File: config.mk
export PLATFORM = sky130hd
export DESIGN_NAME = game_collision_scheduler
export DESIGN_NICKNAME = d
export VERILOG_FILES = /design/src/rtl/game_collision_scheduler.sv
export SDC_FILE = /design/constraint.sdc
export NUM_CORES = 1
export LEC_CHECK = 0
export CELL_PAD_IN_SITES_DETAIL_PLACEMENT = 1
export CELL_PAD_IN_SITES_GLOBAL_PLACEMENT = 2
export CORE_ASPECT_RATIO = 1.4
export CORE_MARGIN = 3
export CORE_UTILIZATION = 20
export CTS_BUF_LIST = sky130_fd_sc_hd__clkbuf_8
export CTS_CLUSTER_SIZE = 20
export DETAILED_ROUTE_END_ITERATION = 8
export GPL_TIMING_DRIVEN = 0
export PLACE_DENSITY = 0.87
export SLEW_MARGIN = 20
export SYNTH_ARGS = -nofsm -noshare
export SYNTH_HDL_FRONTEND = slang
export SYNTH_SLANG_ARGS = --single-unit
File: constraint.sdc
create_clock -name i_Clk -period 5.1 [get_ports i_Clk]
set_clock_uncertainty 0.05 [all_clocks]
set_input_delay 0.765 -clock i_Clk [delete_from_list [all_inputs] [get_ports i_Clk]]
set_output_delay 0.765 -clock i_Clk [all_outputs]
set_load 0.05 [all_outputs]
File: src/rtl/game_collision_scheduler.sv
// Time-multiplexed collision scheduler: one box-overlap comparator walks every
// bullet/enemy/player pair of a frame, one pair per clock, and publishes
// sticky per-slot hit flags at the end of the scan.
module game_collision_scheduler #(
   parameter int unsigned MAX_ENEMY         = 4,
   parameter int unsigned MAX_ENEMY_BULLET  = 8,
   parameter int unsigned MAX_PLAYER_BULLET = 4,
   parameter int unsigned BULLET_WIDTH      = 4,
   parameter int unsigned BULLET_HEIGHT     = 8,
   parameter int unsigned ENEMY_WIDTH       = 32,
   parameter int unsigned ENEMY_HEIGHT      = 24,
   parameter int unsigned PLAYER_WIDTH      = 32,
   parameter int unsigned PLAYER_HEIGHT     = 24,
   parameter int unsigned PLAYER_CENTER_Y   = 440
) (
   input  logic                            i_Clk,
   input  logic                            i_Rst,
   input  logic                            i_Start,
   input  logic [19*MAX_ENEMY_BULLET-1:0]  c_EnemyBulletPosition,
   input  logic [19*MAX_PLAYER_BULLET-1:0] c_PlayerBulletPosition,
   input  logic [19*MAX_ENEMY-1:0]         c_EnemyPosition,
   input  logic [9:0]                      c_PlayerPosition,
   input  logic [MAX_ENEMY_BULLET-1:0]     i_EnemyBulletValid,
   input  logic [MAX_PLAYER_BULLET-1:0]    i_PlayerBulletValid,
   input  logic [MAX_ENEMY-1:0]            i_EnemyValid,
   output logic                            o_Busy,
   output logic                            o_Done,
   output logic [MAX_ENEMY_BULLET-1:0]     o_EnemyBulletHit,
   output logic [MAX_PLAYER_BULLET-1:0]    o_PlayerBulletHit,
   output logic [MAX_ENEMY-1:0]            o_EnemyHit,
   output logic                            o_PlayerHit
);

   localparam int unsigned MaxSlots = (MAX_ENEMY_BULLET > MAX_PLAYER_BULLET) ?
      ((MAX_ENEMY_BULLET > MAX_ENEMY) ? MAX_ENEMY_BULLET : MAX_ENEMY) :
      ((MAX_PLAYER_BULLET > MAX_ENEMY) ? MAX_PLAYER_BULLET : MAX_ENEMY);
   localparam int unsigned IdxW = (MaxSlots > 1) ? $clog2(MaxSlots) : 1;

   typedef enum logic [2:0] {StIdle, StEbPb, StPbEn, StEbPl, StDone} state_e;

   state_e                       state_q, state_d;
   logic [IdxW-1:0]              a_q, a_d, b_q, b_d;
   logic [MAX_ENEMY_BULLET-1:0]  eb_hit_q, eb_hit_d;
   logic [MAX_PLAYER_BULLET-1:0] pb_hit_q, pb_hit_d;
   logic [MAX_ENEMY-1:0]         en_hit_q, en_hit_d;
   logic                         pl_hit_q, pl_hit_d;
   logic                         done_q;

   // Slot fetch: outer index a and inner index b select positions, valids, one-hots
   logic [18:0]                  eb_a_pos, pb_a_pos, pb_b_pos, en_b_pos;
   logic                         eb_a_v, pb_a_v, pb_b_v, en_b_v;
   logic [MAX_ENEMY_BULLET-1:0]  eb_a_sel;
   logic [MAX_PLAYER_BULLET-1:0] pb_a_sel, pb_b_sel;
   logic [MAX_ENEMY-1:0]         en_b_sel;

   // Decode the current slot indices into positions, valids and one-hot selects
   always_comb begin
      eb_a_pos = '0; eb_a_v = 1'b0; eb_a_sel = '0;
      pb_a_pos = '0; pb_a_v = 1'b0; pb_a_sel = '0;
      pb_b_pos = '0; pb_b_v = 1'b0; pb_b_sel = '0;
      en_b_pos = '0; en_b_v = 1'b0; en_b_sel = '0;
      for (int k = 0; k < int'(MAX_ENEMY_BULLET); k++) begin
         if (a_q == IdxW'(k)) begin
            eb_a_pos    = c_EnemyBulletPosition[19*k +: 19];
            eb_a_v      = i_EnemyBulletValid[k];
            eb_a_sel[k] = 1'b1;
         end
      end
      for (int k = 0; k < int'(MAX_PLAYER_BULLET); k++) begin
         if (a_q == IdxW'(k)) begin
            pb_a_pos    = c_PlayerBulletPosition[19*k +: 19];
            pb_a_v      = i_PlayerBulletValid[k];
            pb_a_sel[k] = 1'b1;
         end
         if (b_q == IdxW'(k)) begin
            pb_b_pos    = c_PlayerBulletPosition[19*k +: 19];
            pb_b_v      = i_PlayerBulletValid[k];
            pb_b_sel[k] = 1'b1;
         end
      end
      for (int k = 0; k < int'(MAX_ENEMY); k++) begin
         if (b_q == IdxW'(k)) begin
            en_b_pos    = c_EnemyPosition[19*k +: 19];
            en_b_v      = i_EnemyValid[k];
            en_b_sel[k] = 1'b1;
         end
      end
   end

   // Shared comparator: route the pair for the current phase into boxes A and B
   logic [9:0]  ax, bx;
   logic [8:0]  ay, by;
   logic [10:0] aw, bw, ax_end, bx_end;
   logic [9:0]  ah, bh, ay_end, by_end;
   logic        pair_v, overlap;

   always_comb begin
      ax = '0; ay = '0; aw = '0; ah = '0;
      bx = '0; by = '0; bw = '0; bh = '0;
      pair_v = 1'b0;
      unique case (state_q)
         StEbPb: begin
            {ax, ay} = eb_a_pos; aw = 11'(BULLET_WIDTH); ah = 10'(BULLET_HEIGHT);
            {bx, by} = pb_b_pos; bw = 11'(BULLET_WIDTH); bh = 10'(BULLET_HEIGHT);
            pair_v   = eb_a_v & pb_b_v;
         end
         StPbEn: begin
            {ax, ay} = pb_a_pos; aw = 11'(BULLET_WIDTH); ah = 10'(BULLET_HEIGHT);
            {bx, by} = en_b_pos; bw = 11'(ENEMY_WIDTH);  bh = 10'(ENEMY_HEIGHT);
            pair_v   = pb_a_v & en_b_v;
         end
         StEbPl: begin
            {ax, ay} = eb_a_pos; aw = 11'(BULLET_WIDTH); ah = 10'(BULLET_HEIGHT);
            bx       = c_PlayerPosition; by = 9'(PLAYER_CENTER_Y);
            bw       = 11'(PLAYER_WIDTH); bh = 10'(PLAYER_HEIGHT);
            pair_v   = eb_a_v;
         end
         default: pair_v = 1'b0;
      endcase
      // Far edges computed one bit wider so boxes near the screen edge never wrap
      ax_end  = {1'b0, ax} + aw;
      bx_end  = {1'b0, bx} + bw;
      ay_end  = {1'b0, ay} + ah;
      by_end  = {1'b0, by} + bh;
      overlap = pair_v &&
                !(ax_end <= {1'b0, bx} || {1'b0, ax} >= bx_end) &&
                !(ay_end <= {1'b0, by} || {1'b0, ay} >= by_end);
   end

   // Scan sequencing: b is the inner index, a the outer; flags accumulate by OR
   always_comb begin
      state_d  = state_q;
      a_d      = a_q;
      b_d      = b_q;
      eb_hit_d = eb_hit_q;
      pb_hit_d = pb_hit_q;
      en_hit_d = en_hit_q;
      pl_hit_d = pl_hit_q;
      unique case (state_q)
         StIdle: begin
            if (i_Start) begin
               state_d  = StEbPb;
               a_d      = '0;
               b_d      = '0;
               eb_hit_d = '0;
               pb_hit_d = '0;
               en_hit_d = '0;
               pl_hit_d = 1'b0;
            end
         end
         StEbPb: begin
            if (overlap) begin
               eb_hit_d = eb_hit_q | eb_a_sel;
               pb_hit_d = pb_hit_q | pb_b_sel;
            end
            if (b_q == IdxW'(MAX_PLAYER_BULLET - 1)) begin
               b_d = '0;
               if (a_q == IdxW'(MAX_ENEMY_BULLET - 1)) begin
                  a_d     = '0;
                  state_d = StPbEn;
               end else begin
                  a_d = a_q + 1'b1;
               end
            end else begin
               b_d = b_q + 1'b1;
            end
         end
         StPbEn: begin
            if (overlap) begin
               pb_hit_d = pb_hit_q | pb_a_sel;
               en_hit_d = en_hit_q | en_b_sel;
            end
            if (b_q == IdxW'(MAX_ENEMY - 1)) begin
               b_d = '0;
               if (a_q == IdxW'(MAX_PLAYER_BULLET - 1)) begin
                  a_d     = '0;
                  state_d = StEbPl;
               end else begin
                  a_d = a_q + 1'b1;
               end
            end else begin
               b_d = b_q + 1'b1;
            end
         end
         StEbPl: begin
            if (overlap) begin
               eb_hit_d = eb_hit_q | eb_a_sel;
               pl_hit_d = 1'b1;
            end
            if (a_q == IdxW'(MAX_ENEMY_BULLET - 1)) begin
               a_d     = '0;
               state_d = StDone;
            end else begin
               a_d = a_q + 1'b1;
            end
         end
         StDone:  state_d = StIdle;
         default: state_d = StIdle;
      endcase
   end

   // State, indices and working flags
   always_ff @(posedge i_Clk or negedge i_Rst) begin
      if (!i_Rst) begin
         state_q  <= StIdle;
         a_q      <= '0;
         b_q      <= '0;
         eb_hit_q <= '0;
         pb_hit_q <= '0;
         en_hit_q <= '0;
         pl_hit_q <= 1'b0;
      end else begin
         state_q  <= state_d;
         a_q      <= a_d;
         b_q      <= b_d;
         eb_hit_q <= eb_hit_d;
         pb_hit_q <= pb_hit_d;
         en_hit_q <= en_hit_d;
         pl_hit_q <= pl_hit_d;
      end
   end

   // Published results change only on the edge leaving DONE, with a one-cycle strobe
   always_ff @(posedge i_Clk or negedge i_Rst) begin
      if (!i_Rst) begin
         done_q            <= 1'b0;
         o_EnemyBulletHit  <= '0;
         o_PlayerBulletHit <= '0;
         o_EnemyHit        <= '0;
         o_PlayerHit       <= 1'b0;
      end else begin
         done_q <= (state_q == StDone);
         if (state_q == StDone) begin
            o_EnemyBulletHit  <= eb_hit_q;
            o_PlayerBulletHit <= pb_hit_q;
            o_EnemyHit        <= en_hit_q;
            o_PlayerHit       <= pl_hit_q;
         end
      end
   end

   assign o_Done = done_q;
   assign o_Busy = (state_q == StEbPb) || (state_q == StPbEn) || (state_q == StEbPl);

endmodule
==> qor.txt <==
final net count: 1,760
CP Max Fanout: 6
synth unique cells: 86
final core utilization: 36.09%
Mapped Nets: 1,349
Worst Setup End Kind: flop
worst rel slew slack: 40.27%
Die ar.: 0.03826 mm²
1st-iter DRT viols: 607
# IOs: 352
largest net degree at the start of global routing: 24
pwr/cell area: 286.6 mW/mm²
Chip Height: 230.2 µm
Synth Flop Type: dfrtp_1
crit path kind: flop to flop
arrival time worst endpoint: 5.24 ns
status: completed
drt total wl: 51,340 µm
Sequential Power Share: 10.5%
Net Switching: 1.721 mW
total CTS buffers: 5
first-pass GRT wire length: 72,210 µm
Async S/R FF share, synth: 100.0%
Mapped Area: 0.007183 mm²
vias in the first global route: 10,760
CP Launch Type: flop
Worst-path clk slew: 0.10 ns
CTS HTree Levels: 2
yosys synthesis warning count: 0
Leakage: 4.920 nW
Min-Delay Path Class: input pin to asynchronous set/reset pin
# fillers: 4,203
Worst-Margin Slew: 0.8937 ns
count of final max-slew check failures: 0
launch point of the worst path: b_q[0]
most frequent cells in the layout: clkdlybuf4s50_1, nor2_1, a21oi_1, buf_4, nand2_1
final hold violations: 0
maximum VDD drop: 0.0001123 V
logic gate share of total power: 81.6%
Final GP Congestion: 0.9221
hpwl dp: 40,900 µm
clock tree from TritonCTS: built
commonest non-fill, non-tap cell in the layout: clkdlybuf4s50_1
Synth top area share: 15.33%
FMAX: 0.1979 GHz
CTS Root Cell: clkbuf_8
I/O Buffers: 351
overflow left after global routing: 0
Multi-input gate area: 0.005929 mm²
Post-Layout Cell Count: 1,834
Final period util: 99.06%
Total GRT Usage: 25.12%
via-per-instance ratio: 5.502
placed cell count: 1,773
Syn Area/Cell: 7.444 µm²
Vias: 10,090
EDFF count, synth: 0
Int Pwr: 1.917 mW
Initial Utilization: 20.43%
Final Setup Violations: 0
Die X: 166.2 µm
post-synthesis sequential element count: 44
DRC viols: 0
DRT Pass-1 Iters: 5
clock power share: 7.9%
initial antenna violation count: 3
CTS max path bufs: 2
Hold WS: 0.3902 ns
sequential cell area: 0.001104 mm²
Syn-to-layout area delta: 76.68%
DRT antenna net count: 0
CP required: 5.29 ns
Switching Fraction: 47.30%
Max Cap Viol: 0
register area share after synthesis: 15.33%
largest cells by area after synthesis: dfrtp_1, ha_1, a21oi_1
Placeable Area: 0.03517 mm²
Post-Route Setup TNS: 0 ns
Mapped Cells: 965
FF-to-FF Start: b_q[0]
cell taking the most area after synthesis: dfrtp_1
Skew-Pair Late Insertion Delay: 0.32 ns
RSZ-0062 raised after global routing: true
final worst path period need: 5.052 ns
row cnt: 81
WL/cell: 28.00 µm
clk sink count: 44
share of layout cells above drive strength 1: 18.16%
-- logic make-up (layout without fill, tap and decap cells) --
logic type	after synthesis	after routing	synth area share (%)
xor gates and xnor gates	19	19	2.317
AOI/OAI and AO/OA	419	419	42.66
buffers and inverters	133	545	8.065
and+or+nand+nor	280	280	19.68
other	0	1	0
adders and majority gates	51	51	8.988
DFF	44	44	15.33
muxes	19	19	2.961
-- state kept, by name (all words and copies together) (netlist names) --
signal and flops:
eb_hit_q 8, o_EnemyBulletHit 8, en_hit_q 4, o_EnemyHit 4
o_PlayerBulletHit 4, pb_hit_q 4, a_q 3, b_q 3
state_q 3, o_Done 1, o_PlayerHit 1, pl_hit_q 1
-- metrics by stage --
stage | power [mW] | cell area (µm²) | setup slack (ns)
final | 3.638 | 12690 | 0.04802
after floorplan | 1.810 | 7192 | 0.01179
after global placement | 2.691 | 11280 | -2.347
after global routing | 3.868 | 12690 | -0.1193
after detailed placement | 2.741 | 11300 | -2.335
after CTS | 3.386 | 12270 | 0.001910
-- layout make-up --
cell class / instances / area share [%]
clock buffer: 5 / 0.5422
clock inverter: 3 / 0.3648
inverter: 45 / 1.351
buffer: 78 / 5.610
tap: 456 / 4.496
antenna: 1 / 0.01972
sequential: 44 / 8.696
timing repair buffer: 414 / 32.20
multi-input combinational: 788 / 46.72
-- worst max-delay path: stages, from the launching register on --
cell and delay [ns]:
dfrtp_2 0.46, buf_6 0.14, ha_4 0.17, nor3b_4 0.22, buf_4 0.14, buf_4 0.09
buf_4 0.17, a221oi_1 0.12, o311ai_1 0.30, o21ai_1 0.17, o22ai_2 0.22, buf_4 0.16
ha_4 0.14, xnor2_2 0.12, ha_1 0.28, a21o_1 0.22, a2111oi_4 0.38, o21ai_2 0.11
a31o_2 0.23, a211o_1 0.25, o31a_1 0.15, a2111oi_4 0.25, buf_4 0.21, nand2_8 0.08
o21ai_2 0.12
-- cells in the mapped netlist, types with 4 or more instances --
| library cell | count |
|---|---|
| inv_1 | 40 |
| clkbuf_1 | 50 |
| dfrtp_1 | 44 |
| buf_4 | 7 |
| nand3_1 | 19 |
| nand4_1 | 5 |
| nand3b_1 | 6 |
| inv_2 | 5 |
| o311ai_0 | 6 |
| nand2_1 | 64 |
| xor2_1 | 7 |
| buf_1 | 8 |
| a22oi_1 | 26 |
| a21oi_1 | 88 |
| mux2_2 | 18 |
| o31ai_1 | 4 |
| a2bb2oi_1 | 5 |
| and3_1 | 11 |
| o21ai_0 | 63 |
| ha_1 | 50 |
| o21a_1 | 4 |
| a211o_1 | 7 |
| nor2_1 | 82 |
| a221o_1 | 19 |
| nor3_1 | 24 |
| a32oi_1 | 6 |
| a31oi_1 | 10 |
| buf_2 | 19 |
| xnor2_1 | 12 |
| and2_1 | 5 |
| a221oi_1 | 44 |
| a21o_1 | 9 |
| a311o_1 | 4 |
| o211ai_1 | 13 |
| a32o_1 | 7 |
| buf_6 | 4 |
| o21ai_2 | 6 |
| o221ai_1 | 16 |
| a211oi_1 | 30 |
| nand2b_1 | 18 |
| nor2b_1 | 15 |
| o22ai_1 | 17 |
-- per-layer routing --
metal  vias up  GRT usage [%]  routed length, µm
met5         -              0                 20
met4         2          8.505               2029
met3        99          5.916               3705
met2       504          44.72              25030
met1      4934          29.56              20560
li1       4552              -                  -
-- repair_timing --
item / in CTS / in global routing
endpoints found under the setup margin: 17 / 17
setup buffers: 34 / 28
pin swaps: 23 / 46
hold buffers: 0 / 0
resized for setup: 166 / 70
-- path summary, 6_finish.rpt --
check | end | slack, ns | cells past startpoint
setup reg to reg | eb_hit_q[0] | 0.05 | 24
hold reg to reg | eb_hit_q[2] | 0.44 | 2
min in group i_Clk | eb_hit_q[2] | 0.44 | 2
hold / removal | o_EnemyBulletHit[5] | 0.39 | 1
max in group asynchronous | b_q[1] | 4.07 | 2
setup / recovery | eb_hit_q[0] | 0.05 | 24
-- power by group through the flow --
stage / logic [mW] / registers (mW) / clock network [mW]
6_report: 2.97 / 0.383 / 0.287
5_1_grt: 3.18 / 0.386 / 0.304
4_1_cts: 2.72 / 0.379 / 0.290
3_5_place_dp: 2.36 / 0.386 / 0
3_3_place_gp: 2.31 / 0.385 / 0
2_1_floorplan: 1.40 / 0.406 / 0
(Power assumes the default switching activity.)
